<file path="src/rtl/regfile_read_pipe.sv">
// regfile_read_pipe: 32x32 register file with a registered, valid/ready flow-controlled dual read port
module regfile_read_pipe #(
   parameter int DATA_WIDTH = 32,
   parameter int ADDR_WIDTH = 5,
   parameter int CNT_WIDTH  = 16
) (
   input  logic                  clock,
   input  logic                  ctrl_reset,
   input  logic                  ctrl_writeEnable,
   input  logic [ADDR_WIDTH-1:0] ctrl_writeReg,
   input  logic [DATA_WIDTH-1:0] data_writeReg,
   input  logic                  req_valid,
   output logic                  req_ready,
   input  logic [ADDR_WIDTH-1:0] ctrl_readRegA,
   input  logic [ADDR_WIDTH-1:0] ctrl_readRegB,
   output logic                  resp_valid,
   input  logic                  resp_ready,
   output logic [DATA_WIDTH-1:0] data_readRegA,
   output logic [DATA_WIDTH-1:0] data_readRegB,
   output logic [CNT_WIDTH-1:0]  read_count
);
   typedef enum logic {EMPTY, FULL} state_t;
   state_t state_q;
   logic [DATA_WIDTH-1:0] regs_q [2**ADDR_WIDTH];
   logic [DATA_WIDTH-1:0] a_q, b_q, a_d, b_d;
   logic [CNT_WIDTH-1:0] cnt_q;
   logic wr, accept, done;
   assign wr = ctrl_writeEnable && ctrl_writeReg != '0;
   assign resp_valid = state_q == FULL;
   assign req_ready = !resp_valid || resp_ready;
   assign accept = req_valid && req_ready;
   assign done = resp_valid && resp_ready;
   assign data_readRegA = a_q;
   assign data_readRegB = b_q;
   assign read_count = cnt_q;
   // operand select: hardwired zero, then same-cycle write bypass, then stored value
   always_comb begin
      a_d = ctrl_readRegA == '0 ? '0 : (wr && ctrl_writeReg == ctrl_readRegA) ? data_writeReg : regs_q[ctrl_readRegA];
      b_d = ctrl_readRegB == '0 ? '0 : (wr && ctrl_writeReg == ctrl_readRegB) ? data_writeReg : regs_q[ctrl_readRegB];
   end
   // register array; index 0 is never written so it stays zero
   always_ff @(posedge clock) begin
      if (ctrl_reset) begin
         for (int i = 0; i < 2**ADDR_WIDTH; i++) regs_q[i] <= '0;
      end else if (wr) begin
         regs_q[ctrl_writeReg] <= data_writeReg;
      end
   end
   // response stage: EMPTY/FULL state, snapshot operand pair on accept, count completions
   always_ff @(posedge clock) begin
      if (ctrl_reset) begin
         state_q <= EMPTY;
         a_q     <= '0;
         b_q     <= '0;
         cnt_q   <= '0;
      end else begin
         if (accept) begin
            state_q <= FULL;
            a_q     <= a_d;
            b_q     <= b_d;
         end else if (done) begin
            state_q <= EMPTY;
         end
         if (done) cnt_q <= cnt_q + 1'b1;
      end
   end
endmodule

</file>
<file path="config.mk">
export PLATFORM = sky130hd
export DESIGN_NAME = regfile_read_pipe
export DESIGN_NICKNAME = d
export VERILOG_FILES = /design/src/rtl/regfile_read_pipe.sv
export SDC_FILE = /design/constraint.sdc
export NUM_CORES = 2
export LEC_CHECK = 0
export BUFFER_PORTS_ARGS = -buffer_cell sky130_fd_sc_hd__buf_2
export CAP_MARGIN = 10
export CORE_UTILIZATION = 40
export CTS_CLUSTER_SIZE = 30
export DETAILED_ROUTE_END_ITERATION = 7
export GPL_TIMING_DRIVEN = 0
export HOLD_SLACK_MARGIN = 0.02
export SETUP_SLACK_MARGIN = 0.3
export SLEW_MARGIN = 0
export SYNTH_ARGS = -nofsm -noshare
export SYNTH_HDL_FRONTEND = slang
export SYNTH_SLANG_ARGS = --single-unit
</file>
<file path="constraint.sdc">
create_clock -name clock -period 5.1 [get_ports clock]
set_input_delay 1.02 -clock clock [delete_from_list [all_inputs] [get_ports clock]]
set_output_delay 1.02 -clock clock [all_outputs]
set_load 0.02 [all_outputs]
</file>
# Word level (Yosys, flattened, before mapping)
# Memory sizes are Yosys's and may differ from the RTL's.
# Index checks and enable logic that the tools add are counted.
# totals
regBits	81
in_bits	52
mem_count	1
ramBits	1024
# mem_list
name	depth	width	read_ports	rd_clocked_by_memory_dff	wr	line	text
regs_q	32	32	2	0	32	24	logic [DATA_WIDTH-1:0] regs_q [2**ADDR_WIDTH];
# op_classes
reduce_logical	12
eq_ne	2
add_sub_neg	1
n_mux	14
# ops
op	n
32-bit 2-to-1 mux	5
32-bit OR reduction	1
16-bit by 1-bit adder with 16-bit output (second input constant)	1
5-bit == test	2
5-bit logical NOT	2
1-bit 2-to-1 mux	8
1-bit logical AND	5
5-bit 2-to-1 mux	1
5-bit nonzero test	1
2-bit nonzero test	1
1-bit logical NOT	1
1-bit logical OR	1

# Logic depth before layout (Yosys ltp)
# depth
word_depth	7
mapped_depth	8
ltp_nobuf	4

# Worst setup path after synthesis
# Ideal clock, no wire load.
# synth_timing
path_kind	input -> register
start	input ctrl_writeReg[0]
end	memory regs_q[22][0] (enable)
setup_slack_ps	492
setup_ps	466
n_path_buf	2
cell_stages	5
t_arrival_ps	4142
path_cell_list	buf_2 -> nor3b_1 -> nand2_1 -> clkbuf_1 -> o21ai_0
# synth_lines
item	line	text
start, declared	10	input logic [ADDR_WIDTH-1:0] ctrl_writeReg,
end, declared	24	

# Worst setup path after layout
# layout_timing
start	register state_q (netlist: resp_valid)
end	output req_ready
# layout_via
elab_chain_cells	2
# layout_lines
item	line	text
start, declared	23	state_t state_q;
start signal, assigned	52	state_q <= EMPTY;
start signal, assigned	58	state_q <= FULL;
start signal, assigned	62	state_q <= EMPTY;
1-bit logical NOT	30	assign req_ready = !resp_valid || resp_ready;
1-bit logical OR	30	
end, declared	13	output logic req_ready,
# No other way between the ends.

==> metrics <==
Area Growth Syn to Fin=14.2%; crit start category=register; largest area contributor in the netlist=edfxtp_1; drt first pass iters=6; routability cong.=1.02; Switching Share=0.254; crit path DAT=3410 ps; Starting Density=0.404; fmax=roughly 230 MHz; Hold Vio Cnt, Final=0; Post-CTS Setup Bufs=0; most common cell after layout, fill and taps aside=edfxtp_1; Core ar.=0.144 sq mm; Power Dens Cells=around 330 mW/mm^2; slowest cell on the critical path=buf_1; P_leak=~25 nW; Worst-Skew Late Latency=750 ps; crit path cell chain=nor2b_1 -> buf_2 -> buf_1 -> inv_1 -> buf_2; Detailed Place HPWL=159 mm; I/O Buffers=about 130; Highest Signal Layer=met5; worst hold margin=493 ps; Worst Skew=between 20 and 30 ps; Avg Vias per Cell=5.86; number of placed I/O pins=134; Clock Tree Buf Depth=3; Post-route DRC=0; pin count of the biggest net entering global routing=27; all-layer global routing usage=0.263; initial antenna violation count=13; row count=139; met1 wire length=between 80 and 90 mm; Rel. slew slack=0.164; P_sw=0.00561 W; Setup Total Neg Slack=0 ps; Filler cells=12,600; CP Capture Type=output port; Post-synth EDFFs=1,024; via count=38,300; CTS resizes=0; met2 routed WL=roughly 92 mm; worst hold path type=reg -> reg; Yosys top cell area share=0.527; Max Cap Viol=0; register area share after synthesis=0.555; post-synth cell types=55; Post-Syn Area per Cell=13.8 sq um; clock root cell=clkbuf_16; mapped cell area=between 0.05 and 0.06 sq mm; first-pass GRT wire length=274 mm; CTS tree=yes; most frequent CP cell=buf_2; grt ovf=0; routed len/inst=30.0 microns; share of cells above drive strength 1=0.197; Reg power frac=0.486; post-route clock period utilization=0.869; WP data required=4080 ps; CP Max Fanout=10; Worst-Margin Slew=1240 ps; Clock transition at path regs=roughly 60 ps; fin. max-slew vios=0; status=completed; Sink Count=1,105; DR iter-0 viols=4,643; RSZ-0062 raised after global routing=no; DRT antenna net count=0; Peak VDD IR=248 uV; die width=384 microns; Logic pwr share=0.115; # setup viols final=0; Syn. warnings=0; synthesis-stage register bit count=~1,100; final WL=196 mm; power share of the clock group=0.399; Async SR Flop Fraction=0; most common flop cell mapped by yosys=edfxtp_1; Post-Synthesis Cells=4,214; Die Y=around 380 microns; fin nets=between 4,000 and 5,000; H-tree depth=3; Crit Path Class=reg -> out; synth top area cells=edfxtp_1 (53%), and2_1 (11%), mux4_2 (10%); CP peak stage delay=720 ps; CTS Buf Count=118; met3 wire len=approximately 17 mm; Die ar.=0.147 sq mm; vias in the first global route=between 30,000 and 40,000; fin crit period=4430 ps; cts hold-fix bufs=0; most frequent cells in the layout=edfxtp_1 (1,024), and2_1 (993), mux2i_1 (504); Power Internal=0.0165 W
worst paths after layout:
check | startpoint | endpoint | slack [ps] | cells past startpoint
max | resp_valid | req_ready | 670 | 5
max reg2reg | resp_valid | resp_valid | 2370 | 5
min reg2reg | read_count[15] | read_count[15] | 490 | 2
min | read_count[15] | read_count[15] | 490 | 2
critical path, delay by kind of cell (launching register included):
| family | cells | cell delay (ps) |
|---|---|---|
| AND/OR/NAND/NOR | 1 | 610 |
| flip-flops | 1 | 450 |
| buffers and inverters | 4 | 1600 |
synth_stat cells (all sizes together), types with 35 or more instances:
| cell type | count |
|---|---|
| nand4 | 72 |
| o211a | 62 |
| o31ai | 65 |
| mux2i | 504 |
| clkbuf | 297 |
| buf | 160 |
| a22oi | 248 |
| a41oi | 62 |
| o21ai | 35 |
| nor2 | 42 |
| edfxtp | 1024 |
| o22ai | 128 |
| and2 | 993 |
| dfxtp | 81 |
| or2 | 63 |
| mux4 | 260 |
sequential cells by signal (all words and copies together) (netlist names):
| name | cells |
|---|---|
| read_count | 16 |
| regs_q | 1024 |
| data_readRegB | 32 |
| data_readRegA | 32 |
| resp_valid | 1 |
routing by layer:
layer,vias up,track usage
met2,1703,0.425
met1,19500,0.351
met4,10,0.0986
li1,16800,-
met3,292,0.0509
met5,-,0
through the flow:
stage	area, sq um	utilization	instances	setup slack (ps)	power [W]
floorplan	58400	-	4245	492	0.0123
global placement	61400	0.426	6274	-2220	0.0133
detailed placement	62600	0.434	6309	798	0.0134
CTS	66500	0.462	6528	668	0.0222
global route	66600	0.462	6532	694	0.0227
finish	66600	0.462	6541	667	0.0221
kinds of logic after synthesis:
kind of cell,synth area share
compound gates,0.0858
xor+xnor,0.00285
fa+ha+maj,0.000215
buf+inv,0.0365
flops,0.555
mux,0.187
other cells,0.0000643
simple gates,0.132
power by group through the flow:
stage / registers (W) / clock network, W / logic (W)
floorplan: 0.0109 / 0 / 0.00146
global placement: 0.0110 / 0 / 0.00236
detailed placement: 0.0109 / 0 / 0.00249
CTS: 0.0107 / 0.00892 / 0.00250
global route: 0.0108 / 0.00924 / 0.00263
finish: 0.0108 / 0.00882 / 0.00254
final cells by class:
class,count,area (sq um),area share
inverter,5,18.8,0.000282
tap,1903,2380,0.0357
buffer,457,2110,0.0317
clock inverter,64,656,0.00984
multi-input combinational,2678,24300,0.365
antenna,11,27.5,0.000413
clock buffer,155,3260,0.0490
timing repair buffer,163,1490,0.0224
sequential,1105,32400,0.486
Note: power is estimated with default switching activity, not from simulation.
